### src/rtl/sort_sequencer_if.sv
`default_nettype none
// ============================================================================
//  Module      : sort_sequencer_if
//  Description : Handshake bundle for sort_sequencer. It carries the input
//                vector channel, the sorted output channel and the busy flag.
//                The master side is the producer/consumer and the slave side
//                is the sorter.
//  Revision    : 1.0  initial release
// ============================================================================
interface sort_sequencer_if #(
    parameter int NUM_VALS = 8,
    parameter int SIZE     = 8
);
    logic                     in_valid;
    logic                     in_ready;
    logic [NUM_VALS*SIZE-1:0] in_data;
    logic                     out_valid;
    logic                     out_ready;
    logic [NUM_VALS*SIZE-1:0] out_data;
    logic                     busy;

    modport master (
        output in_valid, in_data, out_ready,
        input  in_ready, out_valid, out_data, busy
    );

    modport slave (
        input  in_valid, in_data, out_ready,
        output in_ready, out_valid, out_data, busy
    );
endinterface
`default_nettype wire

### src/rtl/sort_sequencer.sv
`default_nettype none
// ============================================================================
//  Module      : sort_sequencer
//  Description : Sequential descending sorter. A single rank of compare-swap
//                units is reused over NUM_VALS odd-even transposition phases,
//                one phase per clock. Lane 0 of the result holds the maximum.
//                Optional macro SORT_EARLY_EXIT_EN: finish as soon as two
//                consecutive phases perform no swap.
//  Revision    : 1.0  initial release
// ============================================================================
module sort_sequencer #(
    parameter int NUM_VALS = 8,
    parameter int SIZE     = 8
) (
    input  wire logic        clk,
    input  wire logic        rst,
    sort_sequencer_if.slave  bus
);

    localparam int              c_W    = NUM_VALS * SIZE;
    localparam int              c_PW   = $clog2(NUM_VALS);
    localparam logic [c_PW-1:0] c_LAST = c_PW'(NUM_VALS - 1);

    localparam logic [1:0] c_ST_IDLE = 2'd0;
    localparam logic [1:0] c_ST_SORT = 2'd1;
    localparam logic [1:0] c_ST_DONE = 2'd2;

    logic [1:0]          r_state;
    logic [c_W-1:0]      r_buf;
    logic [c_PW-1:0]     r_phase;
    logic                r_in_ready;
    logic                r_out_valid;
    logic                r_busy;

    logic [SIZE-1:0]     w_lane [NUM_VALS];
    logic [NUM_VALS-2:0] w_swap;
    logic [c_W-1:0]      w_next;
    logic                w_odd;
    logic                w_exit;

    // Even phases pair lanes (0,1),(2,3)..; odd phases pair (1,2),(3,4)..
    assign w_odd = r_phase[0];

    genvar k;
    generate
        for (k = 0; k < NUM_VALS; k++) begin : g_lane
            assign w_lane[k] = r_buf[k*SIZE +: SIZE];
        end

        // A pair swaps only when it belongs to the current phase and the
        // lower lane is strictly smaller; equal values stay put.
        for (k = 0; k < NUM_VALS - 1; k++) begin : g_pair
            if ((k % 2) == 0) begin : g_even
                assign w_swap[k] = !w_odd && (w_lane[k] < w_lane[k+1]);
            end else begin : g_odd
                assign w_swap[k] = w_odd && (w_lane[k] < w_lane[k+1]);
            end
        end

        // Active pairs in one phase are disjoint, so each lane takes at most
        // one neighbour; lanes without a partner keep their value.
        for (k = 0; k < NUM_VALS; k++) begin : g_next
            if (k == 0) begin : g_first
                assign w_next[k*SIZE +: SIZE] = w_swap[k] ? w_lane[k+1] : w_lane[k];
            end else if (k == NUM_VALS - 1) begin : g_last
                assign w_next[k*SIZE +: SIZE] = w_swap[k-1] ? w_lane[k-1] : w_lane[k];
            end else begin : g_mid
                assign w_next[k*SIZE +: SIZE] = w_swap[k-1] ? w_lane[k-1] :
                                                w_swap[k]   ? w_lane[k+1] : w_lane[k];
            end
        end
    endgenerate

`ifdef SORT_EARLY_EXIT_EN
    // An even phase followed by an odd phase with no swap means the vector
    // is already ordered, so the remaining phases cannot change it.
    logic w_any_swap;
    logic r_quiet;
    assign w_any_swap = |w_swap;
    assign w_exit     = !w_any_swap && r_quiet;
`else
    assign w_exit = 1'b0;
`endif

    // Control FSM and data buffer; every output is a register.
    always_ff @(posedge clk) begin
        if (rst) begin
            r_state     <= c_ST_IDLE;
            r_buf       <= '0;
            r_phase     <= '0;
            r_in_ready  <= 1'b0;
            r_out_valid <= 1'b0;
            r_busy      <= 1'b0;
`ifdef SORT_EARLY_EXIT_EN
            r_quiet     <= 1'b0;
`endif
        end else begin
            case (r_state)
                c_ST_IDLE: begin
                    if (r_in_ready && bus.in_valid) begin
                        r_buf      <= bus.in_data;
                        r_phase    <= '0;
                        r_in_ready <= 1'b0;
                        r_busy     <= 1'b1;
                        r_state    <= c_ST_SORT;
`ifdef SORT_EARLY_EXIT_EN
                        r_quiet    <= 1'b0;
`endif
                    end else begin
                        r_in_ready <= 1'b1;
                    end
                end
                c_ST_SORT: begin
                    r_buf   <= w_next;
                    r_phase <= r_phase + 1'b1;
`ifdef SORT_EARLY_EXIT_EN
                    r_quiet <= !w_any_swap;
`endif
                    if ((r_phase == c_LAST) || w_exit) begin
                        r_busy      <= 1'b0;
                        r_out_valid <= 1'b1;
                        r_state     <= c_ST_DONE;
                    end
                end
                c_ST_DONE: begin
                    // in_ready is raised by IDLE one cycle later.
                    if (bus.out_ready) begin
                        r_out_valid <= 1'b0;
                        r_state     <= c_ST_IDLE;
                    end
                end
                default: begin
                    r_out_valid <= 1'b0;
                    r_busy      <= 1'b0;
                    r_in_ready  <= 1'b0;
                    r_state     <= c_ST_IDLE;
                end
            endcase
        end
    end

    assign bus.in_ready  = r_in_ready;
    assign bus.out_valid = r_out_valid;
    assign bus.out_data  = r_buf;
    assign bus.busy      = r_busy;

endmodule
`default_nettype wire

### src/flat_wrapper.sv
// flat-port wrapper written by rule: the top's interface ports become plain ports
module sort_sequencer_flat 
#(
    parameter int NUM_VALS = 8,
    parameter int SIZE     = 8
)
  (clk, rst, bus_in_valid, bus_in_data, bus_out_ready, bus_in_ready, bus_out_valid, bus_out_data, bus_busy);
  sort_sequencer_if #(.NUM_VALS(NUM_VALS), .SIZE(SIZE)) bus_i ();
  input  wire logic clk;
  input  wire logic rst;
  input wire logic [$bits(bus_i.in_valid)-1:0] bus_in_valid;
  input wire logic [$bits(bus_i.in_data)-1:0] bus_in_data;
  input wire logic [$bits(bus_i.out_ready)-1:0] bus_out_ready;
  output wire logic [$bits(bus_i.in_ready)-1:0] bus_in_ready;
  output wire logic [$bits(bus_i.out_valid)-1:0] bus_out_valid;
  output wire logic [$bits(bus_i.out_data)-1:0] bus_out_data;
  output wire logic [$bits(bus_i.busy)-1:0] bus_busy;
  assign bus_i.in_valid = bus_in_valid;
  assign bus_i.in_data = bus_in_data;
  assign bus_i.out_ready = bus_out_ready;
  assign bus_in_ready = bus_i.in_ready;
  assign bus_out_valid = bus_i.out_valid;
  assign bus_out_data = bus_i.out_data;
  assign bus_busy = bus_i.busy;
  sort_sequencer #(.NUM_VALS(NUM_VALS), .SIZE(SIZE)) u_core (.clk(clk), .rst(rst), .bus(bus_i));
endmodule
### config.mk
export PLATFORM = sky130hd
export DESIGN_NAME = sort_sequencer_flat
export DESIGN_NICKNAME = d
export VERILOG_FILES = /design/src/rtl/sort_sequencer_if.sv /design/src/rtl/sort_sequencer.sv /design/src/flat_wrapper.sv
export SDC_FILE = /design/constraint.sdc
export NUM_CORES = 1
export LEC_CHECK = 0
export CORE_MARGIN = 8
export CORE_UTILIZATION = 50
export CTS_CLUSTER_SIZE = 12
export DETAILED_ROUTE_END_ITERATION = 6
export GPL_TIMING_DRIVEN = 1
export PLACE_DENSITY = 0.82
export SLEW_MARGIN = 5
export SYNTH_ARGS = -nofsm -noshare
export SYNTH_HDL_FRONTEND = slang
export SYNTH_SLANG_ARGS = --single-unit
### constraint.sdc
create_clock -name clk -period 2.8 [get_ports clk]
set_input_delay 0.42 -clock clk [delete_from_list [all_inputs] [get_ports clk]]
set_output_delay 0.42 -clock clk [all_outputs]
set_load 0.03 [all_outputs]
==> reports/metrics.cfg <==
[timing]
timing.setup.tns_ps = 0
period_share = 0.980
fmax_mhz = 364
finalSetupViolations = 0
timing.final.crit_period_ps = 2740
fin_ws_ps = 55.9
slew_headroom = 0.494
clock-skew-final_ps = 12.5
rsz0062_at_grt = no
drv_slew = 0
tightest_slew_ps = 757
hold_viol_final = 0

[final_layout]
postLayoutCoreUtil = 0.703
area_delta_synth_final_pct = 36.2
n_antenna_cell = 0
nets = 862
drive_gt1_frac = 0.0899

[clock_tree]
cts_buffer_depth = 2
cts_htree_levels = 3
cts_tree = done
numCtsBuffers = 9
cts-root-buf = clkbuf_8
cts-hold-fix-buffers = 0
cts.sinks = 72
clk_latency_ps = 350
cts_resized = 0
path_clk_slew_ps = 80
post_cts_buffers = 0

[status]
status = finished clean

[floorplanning]
initial_core_util = 0.516
die_w_um = 117
dieArea_um2 = 13600
row_count = 36
boundaryPins = 135
design.core.area_um2 = 9820
die_h_um = 117

[yosys]
ys.flop_type = dfxtp_1
ys_seq_area_frac = 0.285
synth_edf_count = 0
synth_cells = 597
avgSynthCellArea_um2 = 8.49
syn-num-nets = 719
yosys_warnings = 0
syn-cell-area_um2 = 5070
synth_seq_cells = 72
ys_types = 57
async_flop_share = 0

[routing]
first_iter_violations = 386
viasPerCell = 5.91
ant_nets = 0
drt_wl_total_mm = 17.1
first_pass_iters = 5
drc = 0
vias = 5188
wire_per_inst_um = 19.5

[critical_path]
reg2reg_slack_ps = 60
r2r-start = u_core.bus.out_data[21]$_SDFFE_PP0P_
crit_cells = 7
crit_path_start = u_core.bus.out_data[21]$_SDFFE_PP0P_
slowest_delay_ps = 720
crit_family = compound AO/OA/AOI/OAI gates
crit_slowest_cell = a2111oi_2
r2r-end = u_core.bus.out_data[30]$_SDFFE_PP0P_
crit_top_cell = nor2_1
arrival_ps = 3030
critPathBufInv = 0
cp_max_fo = 8
reg2reg_depth = 7
critPathCaptureType = register
cp-start-kind = register
crit_end = u_core.bus.out_data[30]$_SDFFE_PP0P_
required_ps = 3090
path_class = reg -> reg
path_cells = ha_1 -> a211oi_1 -> nor2_1 -> a2111oi_2 -> nor3_1 -> nor2_1 -> a22o_1

[placement]
numPortBuffers = 134
hpwlAfterDp_mm = 13.0
gp_congestion = 0.943
place_ws_ps = 108

[power]
power.leakage_nw = 2.70
fin_total_pwr_mw = 7.75
power_density_nw_per_um2 = 1120
ir_drop_mv = 0.592

[global_route]
grt_pass1_wl_mm = 27.0
antenna_found_initial = 0
grt_usage = 0.250
grt_pass1_vias = 5357
grt_max_degree = 123
grt_remaining_overflow = 0

[hold_path]
hold_path.class = reg -> reg

[flow_run]
drv_cap = 0

-- registers in the layout, summed over array words and instances (netlist names) --
signal,cells
u_core.bus.busy,1
u_core.bus.in_ready,1
u_core.bus.out_data,64
u_core.bus.out_valid,1
u_core.r_phase,3
u_core.r_state,2
-- layout by cell type (no fill, tap or decap), types with 3 or more instances in the layout --
| cell type | netlist | layout |
|---|---|---|
| inv_1 | 56 | 56 |
| o2111ai_1 | 3 | 3 |
| clkbuf_8 | 0 | 10 |
| ha_1 | 54 | 53 |
| o21a_1 | 14 | 14 |
| a22o_1 | 39 | 39 |
| a21o_1 | 4 | 4 |
| nor4_1 | 8 | 8 |
| nor2b_1 | 3 | 3 |
| o21ai_0 | 6 | 6 |
| nand3_1 | 8 | 8 |
| or3_1 | 3 | 3 |
| a211oi_1 | 23 | 23 |
| nor2_1 | 73 | 73 |
| dfxtp_1 | 72 | 72 |
| o211ai_1 | 25 | 25 |
| buf_4 | 3 | 31 |
| a311oi_1 | 7 | 7 |
| clkdlybuf4s50_1 | 0 | 134 |
| nand2b_1 | 5 | 5 |
| a21oi_2 | 4 | 4 |
| nor3_1 | 7 | 7 |
| mux2i_1 | 47 | 47 |
| a21oi_1 | 41 | 41 |
| nand2_1 | 25 | 25 |
-- metrics by stage --
stage | instance area, um^2 | hold slack, ps | cells
3_5_place_dp | 6670 | 459 | 862
4_1_cts | 6890 | 468 | 878
3_3_place_gp | 6670 | 442 | 862
2_1_floorplan | 5070 | 436 | 597
6_report | 6900 | 468 | 878
5_1_grt | 6900 | 494 | 878
-- worst min-delay path: cells and delay by family, from the launching register on --
kind             cells  cell delay [ps]
flip-flops           1              320
AND/OR/NAND/NOR      1               50
AO/OA/AOI/OAI        1               50
-- routing by layer --
layer	part of all wire	track usage	wire length (um)
met1	0.42	0.299	7170
met2	0.47	0.422	8000
met3	0.093	0.0677	1590
met4	0.020	0.0870	348
met5	0	0	0
-- how the worst min path moves through the flow --
| stage | slack (ps) | cells after the start | startpoint | end |
|---|---|---|---|---|
| 2_1_floorplan | 440 | 2 | u_core.r_phase[1]$_SDFFE_PP0P_ | u_core.r_phase[1]$_SDFFE_PP0P_ |
| 3_3_place_gp | 440 | 2 | u_core.r_phase[2]$_SDFFE_PP0P_ | u_core.r_phase[2]$_SDFFE_PP0P_ |
| 3_5_place_dp | 460 | 2 | u_core.r_phase[1]$_SDFFE_PP0P_ | u_core.r_phase[1]$_SDFFE_PP0P_ |
| 4_1_cts | 470 | 2 | u_core.r_phase[1]$_SDFFE_PP0P_ | u_core.r_phase[1]$_SDFFE_PP0P_ |
| 5_1_grt | 490 | 2 | u_core.r_phase[2]$_SDFFE_PP0P_ | u_core.r_phase[2]$_SDFFE_PP0P_ |
| 6_report | 470 | 2 | u_core.r_phase[1]$_SDFFE_PP0P_ | u_core.r_phase[1]$_SDFFE_PP0P_ |
-- cells by family (layout without fill, tap and decap cells) --
family                     count (synthesis)  count (layout)  share of synthesized area
AOI/OAI and AO/OA                        185             185                      0.279
adders and majority gates                 54              54                      0.133
buffers and inverters                     91             239                     0.0768
DFF                                       72              72                      0.285
muxes                                     47              47                     0.0929
and+or+nand+nor                          148             148                      0.134
-- final cells by class --
cell class                 instances  area [um^2]
fill                             815         2920
multi-input combinational        434         3260
tap                              133          166
inverter                          57          214
clock buffer                      11          141
sequential                        72         1440
clock inverter                     5         80.1
timing repair buffer             166         1590
-- cell usage after synthesis, types with 2 or more instances --
library cell,instances,area share
o2111ai_1,3,0.0052
a21oi_2,4,0.0069
a22o_1,39,0.067
and2_1,2,0.0025
buf_1,2,0.0015
buf_6,3,0.0067
a21oi_1,41,0.041
clkbuf_2,2,0.0020
mux2i_1,47,0.093
a221oi_1,2,0.0035
nor4_1,8,0.0099
inv_1,56,0.041
clkbuf_1,15,0.011
o21ai_0,6,0.0059
o31ai_1,2,0.0030
dfxtp_1,72,0.28
nor2_1,73,0.054
nor3_1,7,0.0069
o21a_1,14,0.021
a311oi_1,7,0.012
nand3_1,8,0.0079
or3_1,3,0.0037
or2_2,2,0.0025
nand2_1,25,0.019
buf_2,9,0.0089
nor3b_1,2,0.0030
buf_4,3,0.0044
nor2b_1,3,0.0037
ha_1,54,0.13
a211oi_1,23,0.034
a21o_1,4,0.0059
a211oi_2,2,0.0049
nand2b_1,5,0.0062
nand3b_1,2,0.0030
o211ai_1,25,0.037
-- power by group --
group | switching (mW) | internal, mW
combinational | 3.01 | 2.07
sequential | 0.394 | 1.32
clock | 0.431 | 0.526
total | 3.83 | 3.92
(Power assumes the default switching activity.)
